### config.mk
export PLATFORM = sky130hd
export DESIGN_NAME = pipeline_hazard_ctrl
export DESIGN_NICKNAME = d
export VERILOG_FILES = /design/src/rtl/pipeline_hazard_ctrl.sv
export SDC_FILE = /design/constraint.sdc
export NUM_CORES = 1
export LEC_CHECK = 0
export CAP_MARGIN = 20
export CORE_ASPECT_RATIO = 1.2
export CORE_UTILIZATION = 35
export CTS_CLUSTER_SIZE = 20
export DETAILED_ROUTE_END_ITERATION = 6
export MAX_ROUTING_LAYER = met4
export PLACE_DENSITY = 0.58
export SLEW_MARGIN = 10
export SYNTH_ARGS = -nofsm -noshare
export SYNTH_HDL_FRONTEND = slang
export SYNTH_SLANG_ARGS = --single-unit
### constraint.sdc
create_clock -name CLOCK -period 9 [get_ports CLOCK]
set_input_delay 2.7 -clock CLOCK [delete_from_list [all_inputs] [get_ports CLOCK]]
set_output_delay 2.7 -clock CLOCK [all_outputs]
set_load 0.005 [all_outputs]
### src/rtl/pipeline_hazard_ctrl.sv
// rtl/pipeline_hazard_ctrl.sv - parametrised stall/flush control with load scoreboard and memory-wait freeze
// Optional syscall drain stall enabled by defining HAZARD_SYSCALL_DRAIN_EN.
module pipeline_hazard_ctrl #(
  parameter int NUM_STAGES  = 5,
  parameter int REG_ADDR_W  = 5,
  parameter int LOAD_DELAY  = 1,
  parameter int CNT_W       = 3,
  parameter int DELAY_SLOT  = 1,
  parameter int WAIT_W      = 10,
  parameter int MEM_TIMEOUT = 1000
) (
  input  logic                  CLOCK,
  input  logic                  RESET,
  input  logic                  ID_Valid_IN,
  input  logic [REG_ADDR_W-1:0] ID_RegS_IN,
  input  logic                  ID_UseS_IN,
  input  logic [REG_ADDR_W-1:0] ID_RegT_IN,
  input  logic                  ID_UseT_IN,
  input  logic [REG_ADDR_W-1:0] ID_WriteReg_IN,
  input  logic                  ID_WriteEnable_IN,
  input  logic                  ID_IsLoad_IN,
  input  logic                  ID_Redirect_IN,
`ifdef HAZARD_SYSCALL_DRAIN_EN
  input  logic                  ID_Syscall_IN,
`endif
  input  logic                  MEM_Access_IN,
  input  logic                  MEM_Ready_IN,
  output logic [NUM_STAGES-2:0] STALL_OUT,
  output logic [NUM_STAGES-2:0] FLUSH_OUT,
  output logic                  PCStall_OUT,
  output logic                  LoadUseStall_OUT,
  output logic [WAIT_W-1:0]     MemWaitCycles_OUT,
  output logic                  MemTimeout_OUT
);

  localparam int                NREGS       = 2 ** REG_ADDR_W;
  localparam logic [CNT_W-1:0]  LOAD_CNT    = CNT_W'(LOAD_DELAY);
  localparam logic [WAIT_W-1:0] WAIT_MAX    = '1;
  localparam logic [WAIT_W-1:0] TIMEOUT_VAL = WAIT_W'(MEM_TIMEOUT);

  logic [CNT_W-1:0]  cnt [NREGS];
  logic [WAIT_W-1:0] wait_cnt;
  logic [WAIT_W-1:0] wait_next;
  logic              timeout;
  logic              freeze;
  logic              hit;
  logic              drain;
  logic              id_stall;
  logic              issue;
  logic              wr_issue;

  assign freeze = MEM_Access_IN & ~MEM_Ready_IN;
  assign hit    = ID_Valid_IN &
                  ((ID_UseS_IN & (ID_RegS_IN != '0) & (cnt[ID_RegS_IN] != '0)) |
                   (ID_UseT_IN & (ID_RegT_IN != '0) & (cnt[ID_RegT_IN] != '0)));

`ifdef HAZARD_SYSCALL_DRAIN_EN
  logic [NUM_STAGES-3:0] drain_sr;
  logic                  cnt_busy;

  always_comb begin
    cnt_busy = 1'b0;
    for (int i = 1; i < NREGS; i++) begin
      if (cnt[i] != '0) cnt_busy = 1'b1;
    end
  end

  assign drain = ID_Valid_IN & ID_Syscall_IN & ((drain_sr != '0) | cnt_busy);

  // Tracks writers still in flight so a syscall sees a quiescent pipeline.
  always_ff @(posedge CLOCK or negedge RESET) begin
    if (!RESET) begin
      drain_sr <= '0;
    end else if (!freeze) begin
      drain_sr <= {drain_sr[NUM_STAGES-4:0], issue & ID_WriteEnable_IN};
    end
  end
`else
  assign drain = 1'b0;
`endif

  assign id_stall = hit | drain;
  assign issue    = ID_Valid_IN & ~id_stall & ~freeze;
  assign wr_issue = issue & ID_WriteEnable_IN & (ID_WriteReg_IN != '0);

  always_comb begin
    STALL_OUT        = '0;
    FLUSH_OUT        = '0;
    PCStall_OUT      = 1'b0;
    LoadUseStall_OUT = 1'b0;
    if (!RESET) begin
      FLUSH_OUT = '1;
    end else if (freeze) begin
      STALL_OUT   = '1;
      PCStall_OUT = 1'b1;
    end else if (id_stall) begin
      PCStall_OUT      = 1'b1;
      STALL_OUT[0]     = 1'b1;
      FLUSH_OUT[1]     = 1'b1;
      LoadUseStall_OUT = 1'b1;
    end else if (ID_Redirect_IN && (DELAY_SLOT == 0)) begin
      FLUSH_OUT[0] = 1'b1;
    end
  end

  // A fresh write to a register overrides its countdown; ALU results are forwarded.
  always_ff @(posedge CLOCK or negedge RESET) begin
    if (!RESET) begin
      for (int i = 0; i < NREGS; i++) cnt[i] <= '0;
    end else if (!freeze) begin
      for (int i = 1; i < NREGS; i++) begin
        if (wr_issue && (ID_WriteReg_IN == REG_ADDR_W'(i))) begin
          cnt[i] <= ID_IsLoad_IN ? LOAD_CNT : '0;
        end else if (cnt[i] != '0) begin
          cnt[i] <= cnt[i] - CNT_W'(1);
        end
      end
    end
  end

  assign wait_next = (wait_cnt == WAIT_MAX) ? wait_cnt : wait_cnt + WAIT_W'(1);

  always_ff @(posedge CLOCK or negedge RESET) begin
    if (!RESET) begin
      wait_cnt <= '0;
      timeout  <= 1'b0;
    end else if (freeze) begin
      wait_cnt <= wait_next;
      if (wait_next == TIMEOUT_VAL) timeout <= 1'b1;
    end else begin
      wait_cnt <= '0;
    end
  end

  assign MemWaitCycles_OUT = wait_cnt;
  assign MemTimeout_OUT    = timeout;

endmodule

==> out/results.txt, run 1 <==
Worst hold-check path type - reg2reg
Tightest Pin Transition - 1115 ps
Leak pwr - 3.785 nW
Critical Path Source - ID_RegS_IN[1]
Final setup TNS - 0 ps
Tmin final - 8298 ps
Cell family with most CP delay - buffers and inverters
Commonest non-fill, non-tap cell in the layout - dfrtp_1
Power per cell area - 290.4 nW/um2
Final Skew - 14.94 ps
Syn Inst Count - 916
Endpoint class of the critical path - output pin
Num Clock Sinks - 104
Global route overflow - 0
Number of nets with antenna violations after routing - 0
Initial antenna violation count - 0
Crit path max fanout - 13
Die W - 140.3 um
CP cell instances - clkdlybuf4s50_1, nor4_1, a211oi_1, nor3_1, o311ai_0, nand4_2, nand2_1, a21oi_1, nor2_1, clkdlybuf4s50_1
Arrival time worst endpoint - 5600 ps
Netlist cell types - 62
Max Clock Freq - 120.5 MHz
TritonCTS clock tree - built
Pint - 0.001506 W
Clock Path Buffers - 2
Total GRT Usage - 0.1923
Sequential area share after synthesis - 0.3240
Nets - 1028
Port bufs - 44
EDFF count, synth - 0
Syn_nets - 1004
Drt first-iter violations - 356
Final Setup Violations - 0
Worst hold slack - 492.9 ps
Total number of vias - 6860
Die Y-Extent - 167.9 um
Slew Limit Fails - 0
Clk network pwr share - 0.159
Area delta synth->final - 11.53%
Core footprint - 22450 um2
Average routed wire per standard cell - 17.07 um
Total setup buffers inserted after CTS - 0
Fillers - 2190
Ys async rst share - 1.000
YS warnings - 3
Final hold viol count - 0
Routed WL - 20.90 mm
Fin crit share - 0.9221
Commonest cells after routing, fill and taps aside - 104 x dfrtp_1, 87 x nor3_1, 75 x inv_1, 74 x o21ai_0, 63 x ha_1
Logic gate share of total power - 0.488
Starting density of the core - 0.3578
Yosys reg bits - 104
Share of cells above drive strength 1 - 0.08571
First-pass GRT wire length - 34.98 mm
Max Cap Violations - 0
P_sw - 0.001095 W
Multi-input gate area - 4875 um2
Status - complete, no violations
CP max stage cell - clkdlybuf4s50_1
Post-synth top flop - dfrtp_1
Largest net degree at the start of global routing - 77
Worst setup SP type - input port
Clk slew on worst S/H paths - 90 ps
Sw Share - 0.4209
Worst r2r path cells - 9
Vias in the first global route - 6776
Die area - 23560 um2
I/O Pins - 46
Ant diodes - 0
Hold path cells - 1
CP Buf/Inv Count - 2
Most frequent CP cell - clkdlybuf4s50_1
Drt drc - 0
CP Data Required Time - 6300 ps
Via density - 5.605
Rows - 60
Synth Area per Inst - 8.768 um2
Mapped Area - 8031 um2
Sequential Area - 2603 um2
Hold_buf cts - 0
First-pass iteration count of the detailed router - 5
Hold Crit Start - MemTimeout_OUT
CP Class - in2out
Peak supply drop - 0.09479 mV
Dpl hpwl - 14.79 mm
Gpl congestion - 0.8539
Pwr Total - 0.002601 W
Slew HR - 0.2568
Unrepaired setup endpoints after global routing - no
Clk_lat worst skew - 370 ps
Critical path's largest stage delay - 800 ps
RR Startpoint - cnt[88]
Post-CTS sizing - 0
H-tree Lvls - 3
Root Driver - clkbuf_16
CTS Buf Count - 9
Share of power burned in registers - 0.353
Stages on the worst setup path - 10
==> cell families (layout without fill, tap and decap cells) <==
group	count (synthesis)	in the layout	share of synthesized area
buffers and inverters	121	150	0.07119
XOR/XNOR	7	7	0.007634
multiplexers	14	14	0.02088
flip-flops	104	104	0.3240
AND/OR/NAND/NOR	422	422	0.3212
AO/OA/AOI/OAI	185	185	0.1569
adder cells (fa/ha/maj)	63	63	0.09815
==> registers in the layout (all words and copies together) (netlist names) <==
register and count:
MemTimeout_OUT 1, MemWaitCycles_OUT 10, cnt 93
==> worst paths after layout <==
check	to	slack, ps
setup / recovery	STALL_OUT[0]	700
hold / removal	MemTimeout_OUT	490
setup reg to reg	cnt[27]	5790
hold reg to reg	MemTimeout_OUT	490
max in group asynchronous	cnt[63]	5760
min in group asynchronous	cnt[79]	2220
==> Yosys cell counts (all sizes together) (18+ instances only) <==
library cell	number	share of area
dfrtp	104	0.32
nor3	88	0.055
inv	75	0.035
o21ai	74	0.046
ha	63	0.098
nand2	60	0.028
nand3	42	0.026
nor2	39	0.018
nor2b	35	0.027
and2	34	0.026
nand4	31	0.056
clkbuf	26	0.013
nor4	25	0.019
a21oi	20	0.012
buf	20	0.023
nand3b	18	0.017
o221a	18	0.025
==> metal layers <==
layer	vias to the layer above	wire, um	track usage
li1	3402	-	-
met3	33	533	0.01650
met5	-	0	-
met1	3323	9769	0.2341
met4	0	583	0.08170
met2	102	10010	0.3261
==> power by group through the flow <==
stage          registers, W  logic (W)  clock network, W
2_1_floorplan      0.000860    0.00106                 0
3_3_place_gp       0.000922    0.00124                 0
3_5_place_dp       0.000923    0.00128                 0
4_1_cts            0.000918    0.00128          0.000424
5_1_grt            0.000959    0.00148          0.000438
6_report           0.000919    0.00127          0.000414
==> metrics by stage <==
step / instances / utilization / setup WS (ps) / instance area, um2
6_report: 1224 / 0.3991 / 701.5 / 8957
5_1_grt: 1224 / 0.3991 / 495.7 / 8957
4_1_cts: 1224 / 0.3991 / 665.8 / 8957
3_5_place_dp: 1208 / 0.3857 / 670.7 / 8658
3_3_place_gp: 1208 / 0.3857 / 700.8 / 8658
2_1_floorplan: 916 / - / 1721 / 8031
==> cell type report <==
class,instances,area share
sequential,104,0.2905
multi-input combinational,691,0.5442
timing repair buffer,59,0.06146
tap,279,0.03897
clock inverter,7,0.008241
inverter,75,0.03143
clock buffer,9,0.02514
(Power assumes the default switching activity.)
==> inputs of run 2 (changes only) <==
--- a/config.mk
+++ b/config.mk
@@ -11,7 +11,6 @@
 export CTS_CLUSTER_SIZE = 20
 export DETAILED_ROUTE_END_ITERATION = 6
 export MAX_ROUTING_LAYER = met4
-export PLACE_DENSITY = 0.58
 export SLEW_MARGIN = 10
 export SYNTH_ARGS = -nofsm -noshare
 export SYNTH_HDL_FRONTEND = slang
==> run 2 against run 1 <==
  * Non-clock buffer count shrank 2
  * Design area shrank 0.21%
  * First-iteration DRC count grew 28%
  * Flip-flop and latch count is the same
  * Sequential share of layout area grew 0.061 points
  * Cell count shrank 0.16%
  * Hold slack lost 1.8 ps
  * Largest cell class unchanged
  * Utilization shrank 0.084 points
  * Sequential power grew 0.4%
  * Die area is the same
==> out/results.txt, run 2 (same netlist as run 1, synthesis figures left out) <==
Status - complete, no violations
Post-placement worst setup slack - 631.8 ps (-38.83 ps)
Final Setup Violations - 0 (unchanged)
Drt drc - 0 (unchanged)
Commonest cells after routing, fill and taps aside - 104 x dfrtp_1, 87 x nor3_1, 75 x inv_1, 74 x o21ai_0, 63 x ha_1
Clk slew on worst S/H paths - 90 ps (about the same)
TritonCTS clock tree - built
Max Cap Violations - 0 (unchanged)
Slew Limit Fails - 0 (unchanged)
Dpl hpwl - 14.40 mm (-2.6%)
Port bufs - 44 (unchanged)
Tightest Pin Transition - 907.5 ps (-207.3 ps)
Power per cell area - 291.3 nW/um2 (+0.32%)
Sequential Area - 2603 um2 (unchanged)
Post-CTS sizing - 0 (unchanged)
Starting density of the core - 0.3578 (unchanged)
First-pass iteration count of the detailed router - 4 (-1)
Average routed wire per standard cell - 16.87 um (-1.2%)
Die area - 23560 um2 (unchanged)
I/O Pins - 46 (unchanged)
Num Clock Sinks - 104 (unchanged)
Largest register by flop count - cnt
Initial antenna violation count - 0 (unchanged)
Vias in the first global route - 6640 (-2.0%)
CTS Buf Count - 9 (unchanged)
Clock Path Buffers - 2 (unchanged)
Total setup buffers inserted after CTS - 0 (unchanged)
Logic gate share of total power - 0.486 (-0.002)
Peak supply drop - 0.1066 mV (+12%)
Tmin final - 8414 ps (+115.7 ps)
Hold_buf cts - 0 (unchanged)
Via density - 5.655 (+0.91%)
Area delta synth->final - 11.29%
Fillers - 2208 (+0.82%)
Worst r2r path cells - 9 (unchanged)
Number of nets with antenna violations after routing - 0 (unchanged)
Die Y-Extent - 167.9 um (unchanged)
Total GRT Usage - 0.1884 (-0.003930)
Total number of vias - 6911 (+0.74%)
Ant diodes - 0 (unchanged)
Die W - 140.3 um (unchanged)
Gpl congestion - 0.8799 (+3.0%)
Leak pwr - 3.772 nW (-0.33%)
Final setup TNS - 0 ps (unchanged)
Crit path max fanout - 15 (+2)
Clk_lat worst skew - 370 ps (about the same)
Filler-free cell count of the finished design - 1222 (-0.16%)
Worst hold-check path type - reg2reg
Drt first-iter violations - 454 (+28%)
Max FFs per register - 93 (unchanged)
Final hold viol count - 0 (unchanged)
Rows - 60 (unchanged)
Clk network pwr share - 0.160 (about the same)
First-pass GRT wire length - 34.36 mm (-1.8%)
Commonest non-fill, non-tap cell in the layout - dfrtp_1
Share of cells above drive strength 1 - 0.08378 (-0.001939)
Max Clock Freq - 118.8 MHz (-1.4%)
Routed WL - 20.62 mm (-1.4%)
H-tree Lvls - 3 (unchanged)
Nets - 1026 (-0.19%)
Slew HR - 0.3950 (+0.1382)
CP Data Required Time - 6300 ps (about the same)
P_sw - 0.001098 W (+0.28%)
Unrepaired setup endpoints after global routing - no
Multi-input gate area - 4875 um2 (unchanged)
Worst setup SP type - input port
Placed cells - 1206 (-0.17%)
Hold path cells - 1 (unchanged)
Final Skew - 12.83 ps (-2.107 ps)
Core footprint - 22450 um2 (unchanged)
Sw Share - 0.4217 (+0.0007423)
Final Worst Setup Slack - 585.8 ps (-115.7 ps)
Endpoint class of the critical path - output pin
Pint - 0.001506 W (about the same)
Share of power burned in registers - 0.354 (about the same)
Root Driver - clkbuf_16
CP Class - in2out
Fin crit share - 0.9349 (+0.01286)
Global route overflow - 0 (unchanged)
Largest net degree at the start of global routing - 74 (-3.9%)
Arrival time worst endpoint - 5710 ps (+110 ps)
## run 2: cell types whose count changed in the layout (fill, tap and decap cells not counted), sizes merged
cell,delta
inv,+2
clkinv,-3
clkinvlp,+1
buf,-2
## run 2: metal layers
layer,part of all wire,up-vias,track usage
met4,0.030,0,0.07119
met3,0.026,29,0.02275
li1,-,3418,-
met2,0.49,89,0.3178
met1,0.46,3375,0.2299
met5,0,-,-
## run 2: final cells by class
type,count,area share
clock buffers,9,0.02520
clock inverters,7,0.007839
inverters,75,0.03149
multi-input cells,691,0.5454
flip-flops and latches,104,0.2912
well taps,279,0.03905
repair buffers,57,0.05991
## run 2: final timing paths
check | start | end | slack [ps]
worst max-delay path | ID_RegT_IN[1] | STALL_OUT[0] | 590
worst min-delay path | MemTimeout_OUT | MemTimeout_OUT | 490
worst max register to register | cnt[88] | cnt[13] | 5770
worst min register to register | MemTimeout_OUT | MemTimeout_OUT | 490
max in group asynchronous | RESET | cnt[84] | 5330
min in group asynchronous | RESET | cnt[54] | 2330
## run 2: power groups by stage
stage / Sequential [W] / Combinational [W] / Clock, W
2_1_floorplan: 0.000860 / 0.00106 / 0
3_3_place_gp: 0.000920 / 0.00122 / 0
3_5_place_dp: 0.000925 / 0.00127 / 0
4_1_cts: 0.000920 / 0.00127 / 0.000424
5_1_grt: 0.000963 / 0.00148 / 0.000439
6_report: 0.000923 / 0.00126 / 0.000417
## run 2: worst max-delay path, cell delays in order
cell and delay, ps:
clkdlybuf4s50_1 720, buf_4 340, buf_4 160, nor4_1 250, a21oi_1 70, o21a_1 200
o2111ai_1 230, nand4b_4 180, nand2_1 150, a21oi_1 200, nor2_1 70, clkdlybuf4s50_1 450
## run 2: metrics by stage
stage	hold WS (ps)	cell area, um2	power (W)	utilization
after floorplan	465.9	8031	0.001916	-
after global placement	472.3	8643	0.002143	0.3851
after detailed placement	468.8	8643	0.002195	0.3851
after CTS	494.3	8939	0.002618	0.3982
after global routing	531.3	8939	0.002880	0.3982
final	491.1	8939	0.002604	0.3982
